--- config.mk ---
export PLATFORM = sky130hd
export DESIGN_NAME = interrupt_sequencer
export DESIGN_NICKNAME = d
export VERILOG_FILES = /design/src/rtl/interrupt_sequencer_pkg.sv /design/src/rtl/interrupt_sequencer_edge_detect.sv /design/src/rtl/interrupt_sequencer.sv
export SDC_FILE = /design/constraint.sdc
export NUM_CORES = 1
export LEC_CHECK = 0
export ABC_CLOCK_PERIOD_IN_PS = 3650
export BUFFER_PORTS_ARGS = -buffer_cell sky130_fd_sc_hd__buf_4
export CORE_MARGIN = 2
export CORE_UTILIZATION = 46
export CTS_CLUSTER_SIZE = 30
export DETAILED_ROUTE_END_ITERATION = 10
export PLACE_DENSITY = 0.94
export SYNTH_ARGS = -nofsm -noshare
export SYNTH_HDL_FRONTEND = slang
export SYNTH_SLANG_ARGS = --single-unit
--- constraint.sdc ---
create_clock -name clk -period 3.65 [get_ports clk]
set_clock_uncertainty 0.1 [all_clocks]
set_input_delay 0.5475 -clock clk [delete_from_list [all_inputs] [get_ports clk]]
set_output_delay 0.5475 -clock clk [all_outputs]
set_load 0.02 [all_outputs]
--- src/rtl/interrupt_sequencer_pkg.sv ---
// Shared encodings and default handler vectors for the interrupt sequencer.
package interrupt_sequencer_pkg;

    typedef enum logic [1:0] {
        ST_IDLE = 2'd0,
        ST_REQ  = 2'd1,
        ST_ACK  = 2'd2,
        ST_SVC  = 2'd3
    } state_t;

    typedef enum logic {
        SRC_INT = 1'b0,
        SRC_NMI = 1'b1
    } src_t;

    localparam logic [31:0] DEF_INT_VEC = 32'h0000_0080;
    localparam logic [31:0] DEF_NMI_VEC = 32'h0000_0100;

    function automatic logic [31:0] src_vec(input src_t src, input logic [31:0] int_vec,
                                            input logic [31:0] nmi_vec);
        return (src == SRC_NMI) ? nmi_vec : int_vec;
    endfunction

endpackage

--- src/rtl/interrupt_sequencer_edge_detect.sv ---
// Rising-edge detector. A level already high when reset releases is not an edge:
// the detector only arms after it has seen the input low once.
module edge_detect (
    input  logic clk,
    input  logic rst_n,
    input  logic i_sig,
    output logic o_rise
);

    logic r_prev;
    logic r_armed;

    always_ff @(posedge clk) begin
        if (!rst_n) begin
            r_prev  <= 1'b0;
            r_armed <= 1'b0;
        end else begin
            r_prev  <= i_sig;
            r_armed <= r_armed | ~i_sig;
        end
    end

    assign o_rise = i_sig & ~r_prev & r_armed;

endmodule

--- src/rtl/interrupt_sequencer.sv ---
// Interrupt sequencer: arbitrates maskable INT and edge-triggered NMI, hands the
// controller a vector at an instruction boundary, and tracks one level of NMI-over-INT nesting.
//
// state | meaning
// IDLE  | nothing requested or in service
// REQ   | isInterrupted raised, waiting for instr_boundary
// ACK   | one-cycle INA pulse
// SVC   | handler running (nested when an INT handler is saved underneath)
module interrupt_sequencer
    import interrupt_sequencer_pkg::*;
#(
    parameter logic [31:0] INT_VEC = DEF_INT_VEC,
    parameter logic [31:0] NMI_VEC = DEF_NMI_VEC
) (
    input  logic        clk,
    input  logic        rst_n,
    input  logic        INT,
    input  logic        NMI,
    input  logic        INTD,
    input  logic        instr_boundary,
    input  logic        eret,
    output logic        isInterrupted,
    output logic [31:0] irq_vec,
    output logic        INA,
    output logic        in_service,
    output logic        nested,
    output logic        eret_err
);

    state_t r_state;
    state_t w_state_nxt;
    src_t   r_src;
    src_t   w_src_nxt;
    logic   r_saved_valid;
    logic   w_saved_valid_nxt;
    logic   r_nmi_pend;
    logic   r_eret_err;
    logic   w_nmi_rise;
    logic   w_nmi_any;
    logic   w_nmi_clr;
    logic   w_eret_err_set;
    logic   w_handler_active;
    logic   w_int_ok;

    edge_detect u_nmi_edge (
        .clk    (clk),
        .rst_n  (rst_n),
        .i_sig  (NMI),
        .o_rise (w_nmi_rise)
    );

    // A fresh edge counts immediately so NMI beats a simultaneous INT.
    assign w_nmi_any        = r_nmi_pend | w_nmi_rise;
    assign w_handler_active = (r_state == ST_ACK) || (r_state == ST_SVC) || r_saved_valid;
    assign w_int_ok         = INT & ~INTD & ~w_handler_active;

    always_ff @(posedge clk) begin
        if (!rst_n) begin
            r_state       <= ST_IDLE;
            r_src         <= SRC_INT;
            r_saved_valid <= 1'b0;
        end else begin
            r_state       <= w_state_nxt;
            r_src         <= w_src_nxt;
            r_saved_valid <= w_saved_valid_nxt;
        end
    end

    always_comb begin
        w_state_nxt       = r_state;
        w_src_nxt         = r_src;
        w_saved_valid_nxt = r_saved_valid;
        w_nmi_clr         = 1'b0;
        w_eret_err_set    = 1'b0;
        case (r_state)
            ST_IDLE: begin
                w_eret_err_set = eret;
                if (w_nmi_any) begin
                    w_state_nxt = ST_REQ;
                    w_src_nxt   = SRC_NMI;
                end else if (w_int_ok) begin
                    w_state_nxt = ST_REQ;
                    w_src_nxt   = SRC_INT;
                end
            end
            ST_REQ: begin
                w_eret_err_set = eret & ~r_saved_valid;
                if (r_src == SRC_INT) begin
                    if (w_nmi_any) begin
                        w_src_nxt = SRC_NMI;
                    end else if (!INT || INTD) begin
                        w_state_nxt = ST_IDLE;
                    end else if (instr_boundary) begin
                        w_state_nxt = ST_ACK;
                    end
                end else if (instr_boundary) begin
                    w_state_nxt = ST_ACK;
                end
            end
            ST_ACK: begin
                w_nmi_clr   = (r_src == SRC_NMI);
                w_state_nxt = ST_SVC;
            end
            ST_SVC: begin
                if (eret) begin
                    if (r_saved_valid) begin
                        w_src_nxt         = SRC_INT;
                        w_saved_valid_nxt = 1'b0;
                    end else begin
                        w_state_nxt = ST_IDLE;
                    end
                end else if ((r_src == SRC_INT) && w_nmi_any) begin
                    w_saved_valid_nxt = 1'b1;
                    w_src_nxt         = SRC_NMI;
                    w_state_nxt       = ST_REQ;
                end
            end
            default: w_state_nxt = ST_IDLE;
        endcase
    end

    // A new edge during the ACK of an earlier NMI must survive the clear.
    always_ff @(posedge clk) begin
        if (!rst_n) begin
            r_nmi_pend <= 1'b0;
        end else if (w_nmi_rise) begin
            r_nmi_pend <= 1'b1;
        end else if (w_nmi_clr) begin
            r_nmi_pend <= 1'b0;
        end
    end

    always_ff @(posedge clk) begin
        if (!rst_n) begin
            r_eret_err <= 1'b0;
        end else if (w_eret_err_set) begin
            r_eret_err <= 1'b1;
        end
    end

    assign isInterrupted = (r_state == ST_REQ);
    assign INA           = (r_state == ST_ACK);
    assign in_service    = (r_state == ST_SVC);
    assign nested        = (r_state == ST_SVC) && r_saved_valid;
    assign irq_vec       = (r_state == ST_IDLE) ? 32'h0 : src_vec(r_src, INT_VEC, NMI_VEC);
    assign eret_err      = r_eret_err;

endmodule

; After elaboration in Yosys (flattened, before gate mapping)
; Cells that the tools add are included.
[word_totals]
input_bits = 7
out_inout_bits = 37
ff_bits = 8
wordCells = 66
[op_classes]
bitwise_logic = 13
eq_ne = 8
reduce_logical = 13
muxes = 25
[op_table]
columns = op, n
row1 = 2-bit 2-to-1 mux, 9
row2 = 9-bit 2-to-1 mux, 2
row3 = 1-bit 2-to-1 mux, 11
row4 = 3-bit != test (second input constant), 3
row5 = 2-bit one-hot mux with 4 select lines, 1
row6 = 4-bit AND reduction, 2
row7 = 3-bit by 2-bit != test with 1-bit output (second input constant), 2
row8 = 1-bit NOT, 6
row9 = 1-bit AND, 5
row10 = 2-bit == test (second input constant), 2
row11 = 2-bit nonzero test, 2
row12 = 1-bit logical OR, 3
row13 = 1-bit one-hot mux with 3 select lines, 1
row14 = 3-bit nonzero test, 1
row15 = 2-bit by 1-bit == test with 1-bit output (second input constant), 1
row16 = 1-bit logical AND, 2
row17 = 2-bit logical NOT, 1
row18 = 1-bit bitwise OR, 2
row19 = 1-bit one-hot mux with 2 select lines, 1
row20 = 2-bit AND reduction, 1
row21 = 1-bit logical NOT, 1

; Depth between registers and ports, before layout
; Gate-level depths: netlist (run 1).
[logic_depth]
depth_word = 8
depth_mapped = 5

; By module
; Synthesis (run 1) repeated with hierarchy kept, for this count alone.
[hier_totals]
hier_cells = 86
hier_area_um2 = 666.9
[modules_own_cells]
columns = mod, seq_area_each_um2, n_inst, area_each_um2, cells_each
row1 = interrupt_sequencer, 120.1, 1, 601.8, 79
row2 = edge_detect, 40.0, 1, 65.1, 7

; Least setup slack after synthesis (run 1)
; Ideal clock, no wire load.
[synth_path]
kind = input to register
startpoint = input INTD
endpoint = register r_state[0]
required_ps = 3428
arrival_time_ps = 1499
setup_slack_ps = 1930
stages = 4
setup_ps = 122
path_cell_list = or3b_4 > a21oi_2 > o211ai_2 > o311a_1
[synth_via]
elab_chain_cells = 5
[synth_lines]
columns = element, line
row1 = from (decl), interrupt_sequencer.sv:19  ; input logic INTD,
row2 = 1-bit logical OR / 1-bit NOT (equally long branches), "interrupt_sequencer.sv:91, interrupt_sequencer.sv:55"
row3 = 2-bit 2-to-1 mux / 1-bit AND (equally long branches), "interrupt_sequencer.sv:91, interrupt_sequencer.sv:55"
row4 = 2-bit 2-to-1 mux / 1-bit AND (equally long branches), "interrupt_sequencer.sv:89, interrupt_sequencer.sv:55"
row5 = 2-bit 2-to-1 mux / 3-bit != test (equally long branches), --
row6 = 2-bit one-hot mux with 4 select lines / 4-bit AND reduction (equally long branches), --
row7 = to (signal assigned), interrupt_sequencer.sv:63  ; r_state <= w_state_nxt;
row8 = to (decl), interrupt_sequencer.sv:30  ; state_t r_state;
; Parallel ways exist; a longest one is shown, timed or not. The select of a mux whose other input is x is not followed.
; A chain may end at the register's enable or synchronous reset.

==> flow_summary.yaml, run 1 <==
cts:
  cts-resized-gates: 0
  cts_buffer_depth: 2
  postCtsSetupBuffers: 0
  cts_tree: "done"
  ctsRootBufferMaster: "clkbuf_4"
  cts_buffers: 3
  insertion_delay_ns: 0.25
  hold_buffers: 0
  path_clk_slew_ns: 0.05
  htree_levels: 1
  cts_sinks: 8
sta:
  slew_violations: 0
  fin_tns_setup_ns: 0
  min_period_over_period_pct: 53.1
  max_freq_mhz: 516
  rsz0062_at_grt: "no"
  finalHoldViolCount: 0
  finalSetupViolations: 0
  fin_crit_ns: 1.94
critical_path:
  cp_data_required_time_ns: 3.00
  worst_setup_path_end_kind: "output port"
  crit_buf_inv: 1
  cp_max_fo: 16
  cpLargestDelayFamily: "flip-flops"
  cp_slowest_stage_delay_ns: 0.60
  cp_cell_sequence: "nor2b_1, buf_4"
  rrSetupSlack_ns: 1.99
  worst-setup-path-type: "flip-flop to output port"
  crit_path_start_kind: "flip-flop"
  worstPathArrival_ns: 1.29
  cp_slowest_cell: "dfxtp_1"
yosys:
  ys_seq_elements: 8
  synth.distinct_cells: 33
  synth_ff_type: "dfxtp_1"
  syn_area_um2: 746
  synth_seq_area_share_pct: 21.5
  synth.avg_cell_area_um2: 8.11
  synth-edff-count: 0
  yosysWarnings: 0
  syn_inst: 92
  synth-async-reset-ratio_pct: 0
worst_hold_path:
  hold_start: "u_nmi_edge.r_armed$_SDFF_PN0_"
  hp-class: "flip-flop to flip-flop"
global_route:
  gr-usage-met1_pct: 16.5
  met2_usage_pct: 23.8
  use_met3_pct: 6.53
  gr-total-overflow: 0
  grt.busiest_layer: "met2"
  antenna_found_initial: 0
  grt_pass1_vias: 462
  grt_pass1_wl_um: 2050
  grt_start_max_net_pins: 17
  grtUsageTotal_pct: 14.8
pwr:
  total_power_uw: 251
  cellLeakagePower_uw: 0.000375
  peakVddDrop_mv: 0.162
  powerDensity_nw_per_um2: 352
placed_design:
  dpl.hpwl_um: 963
  gp_congestion: 0.797
  port_buffers: 13
  dpl-instance-area_um2: 692
drt:
  drt-total-wl_um: 1260
  antenna_left: 0
  wl_per_cell_um: 10.6
  via_count: 558
  route.detailed.vias_per_inst: 4.69
  first_pass_iters: 4
  drtIter0Drc: 10
  route.detailed.drc: 0
final_layout:
  diodes: 0
  fill_cells: 177
  stdcell_area_um2: 714
  regArea_um2: 160
  layout_common_cells: "conb_1 (30), buf_4 (13), dfxtp_1 (8)"
  drive_above_1_share_pct: 22.3
  nets: 112
  multi_input_area_um2: 395
  area_growth_pct: -4.19
  final_common_cell: "conb_1"
flow_run:
  max_cap_violations: 0
die:
  die_w_um: 44.3
  rows: 14
  dieArea_um2: 1960
  pin_count: 44
  die_h_um: 44.3
  initial_core_util_pct: 49.5
  fp.coreArea_um2: 1510
run_status:
  status: "completed"
-- report_power, final --
group | total, uW | internal [uW] | switching, uW
clock network | 67.6 | 37.6 | 30.0
logic | 81.6 | 25.9 | 55.7
registers | 102 | 93.2 | 8.75
-- path summary, 6_finish.rpt --
check                           cells past startpoint                       endpoint
worst max-delay path                                2                            INA
worst min-delay path                                2  u_nmi_edge.r_armed$_SDFF_PN0_
worst max register to register                      4        r_state[0]$_SDFFE_PN0P_
worst min register to register                      2  u_nmi_edge.r_armed$_SDFF_PN0_
-- layout make-up --
cell class / instances / share of cell area, %
sequential: 8 / 22.4
clock buffer: 3 / 3.15
inverter: 5 / 2.63
multi-input combinational: 74 / 55.3
timing repair buffer: 13 / 13.7
tap: 16 / 2.80
-- synthesized netlist by cell type, types with 2 or more instances --
cell type | instances | area share (%)
a31oi_1 | 2 | 1.7
inv_1 | 5 | 2.5
o21ai_0 | 2 | 1.3
mux2i_1 | 2 | 2.7
a21oi_1 | 2 | 1.3
dfxtp_1 | 8 | 21
nand3_1 | 2 | 1.3
nor2_1 | 7 | 3.5
buf_4 | 31 | 31
and3b_2 | 2 | 2.7
nand2_1 | 5 | 2.5
nor2b_1 | 2 | 1.7
and2_1 | 2 | 1.7
-- kinds of logic (layout without fill, tap and decap cells) --
family | after synthesis | count (layout) | synth area share [%]
mux | 2 | 2 | 2.68
compound gates | 16 | 16 | 15.8
flops | 8 | 8 | 21.5
other cells | 1 | 30 | 0.503
buf+inv | 39 | 21 | 40.1
simple gates | 26 | 26 | 19.5
-- through the flow --
step / hold WS, ns / util [%] / instances / setup WS (ns)
floorplan: 0.333 / - / 121 / 1.93
detailed placement: 0.349 / 45.9 / 116 / 1.74
finish: 0.352 / 47.4 / 119 / 1.71
CTS: 0.358 / 47.4 / 119 / 1.73
global route: 0.380 / 47.4 / 119 / 1.61
global placement: 0.339 / 45.9 / 116 / 1.80
-- worst min-delay path, cell delays in order, from the launching register on --
cell and delay, ns:
dfxtp_1 0.30, inv_1 0.04, a21boi_0 0.06
-- routing by layer --
| layer | part of all wire [%] | vias to the layer above |
|---|---|---|
| li1 | - | 272 |
| met1 | 40 | 245 |
| met2 | 46 | 37 |
| met3 | 12 | 4 |
| met4 | 2.2 | 0 |
| met5 | 0 | - |
No activity file was read; power rests on OpenSTA's default activity.
==> run 2, diff against run 1 <==
ABC_CLOCK_PERIOD_IN_PS = 1990   (was 3650)
CORE_UTILIZATION = 42   (was 46)
PLACE_DENSITY = 0.88   (was 0.94)
clock period = 1.99 ns   (was 3.65 ns; I/O delays follow)
==> flow_summary.yaml, run 2 (synthesized netlist as in run 1, its figures left out) <==
critical_path:
  cp_slowest_cell: "dfxtp_1"
  cp_data_required_time_ns: 1.59
  crit_path_start_kind: "flip-flop"
  worst_setup_path_end_kind: "output port"
  critPathMostFrequentCell: "nor2_1"
  cp_max_fo: 16
  cp_cell_sequence: "nor2_1, nor2_1, buf_4"
  worstPathArrival_ns: 1.26
  cp_slowest_stage_delay_ns: 0.57
  worst-setup-path-type: "flip-flop to output port"
cts:
  htree_levels: 1
  cts-resized-gates: 0
  cts_sinks: 8
  cts_buffer_depth: 2
  hold_buffers: 0
  insertion_delay_ns: 0.25
  cts_buffers: 3
  cts_tree: "done"
  path_clk_slew_ns: 0.05
  ctsRootBufferMaster: "clkbuf_4"
  postCtsSetupBuffers: 0
placed_design:
  gp_congestion: 0.733
  port_buffers: 13
  dp_cells: 117
  dpl.hpwl_um: 934
global_route:
  grt_start_max_net_pins: 17
  grt_pass1_vias: 440
  antenna_found_initial: 0
  grt_pass1_wl_um: 1730
  gr-total-overflow: 0
  grtUsageTotal_pct: 11.2
final_layout:
  stdcell_count: 120
  multi_input_area_um2: 395
  area_growth_pct: -4.03
  nets: 112
  layout_common_cells: "conb_1 (30), buf_4 (13), dfxtp_1 (8)"
  drive_above_1_share_pct: 22.3
  fill_cells: 182
  final_common_cell: "conb_1"
  diodes: 0
  regArea_um2: 160
die:
  rows: 15
  initial_core_util_pct: 44.1
  die_h_um: 46.1
  fp.coreArea_um2: 1690
  dieArea_um2: 2130
  pin_count: 44
  die_w_um: 46.1
sta:
  fin_tns_setup_ns: 0
  max_freq_mhz: 604
  rsz0062_at_grt: "no"
  finalSetupViolations: 0
  min_period_over_period_pct: 83.2
  finalHoldViolCount: 0
  slew_violations: 0
  fin_crit_ns: 1.66
pwr:
  switching_share_pct: 37.0
  clkPwrFrac_pct: 26.7
  power_frac_comb_pct: 32.4
  total_power_uw: 456
  powerDensity_nw_per_um2: 637
  cellInternalPower_uw: 287
  peakVddDrop_mv: 0.399
  p_seq_share_pct: 40.9
  p_sw_uw: 169
  cellLeakagePower_uw: 0.000375
drt:
  route.detailed.vias_per_inst: 4.53
  via_count: 544
  drtIter0Drc: 11
  drt-total-wl_um: 1100
  first_pass_iters: 4
  antenna_left: 0
  route.detailed.drc: 0
  wl_per_cell_um: 9.20
worst_hold_path:
  hp-class: "primary input to flip-flop"
run_status:
  status: "completed"
flow_run:
  max_cap_violations: 0
==> run 2: cell counts in the layout (fill, tap and decap cells not counted) <==
No cell type changed its count.
==> run 2: path summary, 6_finish.rpt <==
| path | slack, ns | start | end | depth (start not counted) |
|---|---|---|---|---|
| setup / recovery | 0.33 | flip-flop | irq_vec[8] | 3 |
| hold / removal | 0.15 | NMI | u_nmi_edge.r_armed$_SDFF_PN0_ | 2 |
| setup reg to reg | 0.37 | r_saved_valid$_SDFFE_PN0P_ | r_state[0]$_SDFFE_PN0P_ | 4 |
| hold reg to reg | 0.36 | u_nmi_edge.r_armed$_SDFF_PN0_ | u_nmi_edge.r_armed$_SDFF_PN0_ | 2 |
==> run 2: worst max-delay path, delay by kind of cell, from the launching register on <==
kind | cells | cell delay, ns
buffers and inverters | 1 | 0.15
flip-flops | 1 | 0.57
AND/OR/NAND/NOR | 2 | 0.29
==> run 2: final cells by class <==
cell class	instances	share of cell area, %
clock buffers	3	3.15
inverters	5	2.62
multi-input cells	74	55.2
flip-flops and latches	8	22.4
well taps	17	2.97
repair buffers	13	13.6
==> run 2: power groups by stage <==
stage                     Sequential [uW]  Clock, uW  Combinational (uW)
after detailed placement              190          0                 147
after global routing                  189        137                 163
after global placement                189          0                 144
after floorplan                       181          0                 180
final                                 186        122                 148
after CTS                             186        130                 148
==> run 2: metrics by stage <==
stage	hold WS [ns]	utilization (%)	setup slack, ns	area, um2
2_1_floorplan	0.305	-	0.462	855
3_3_place_gp	0.340	41.0	0.384	693
3_5_place_dp	0.356	41.0	0.341	693
4_1_cts	0.149	42.4	0.317	716
5_1_grt	0.162	42.4	0.199	716
6_report	0.154	42.4	0.334	716
==> run 2: metal layers <==
layer  GRT usage, %  share of wire (%)  routed length [um]
met4           3.43                  0                   0
met2           18.9                 47                 515
met1           13.5                 44                 483
met5              0                  0                   0
met3           3.53                9.4                 104
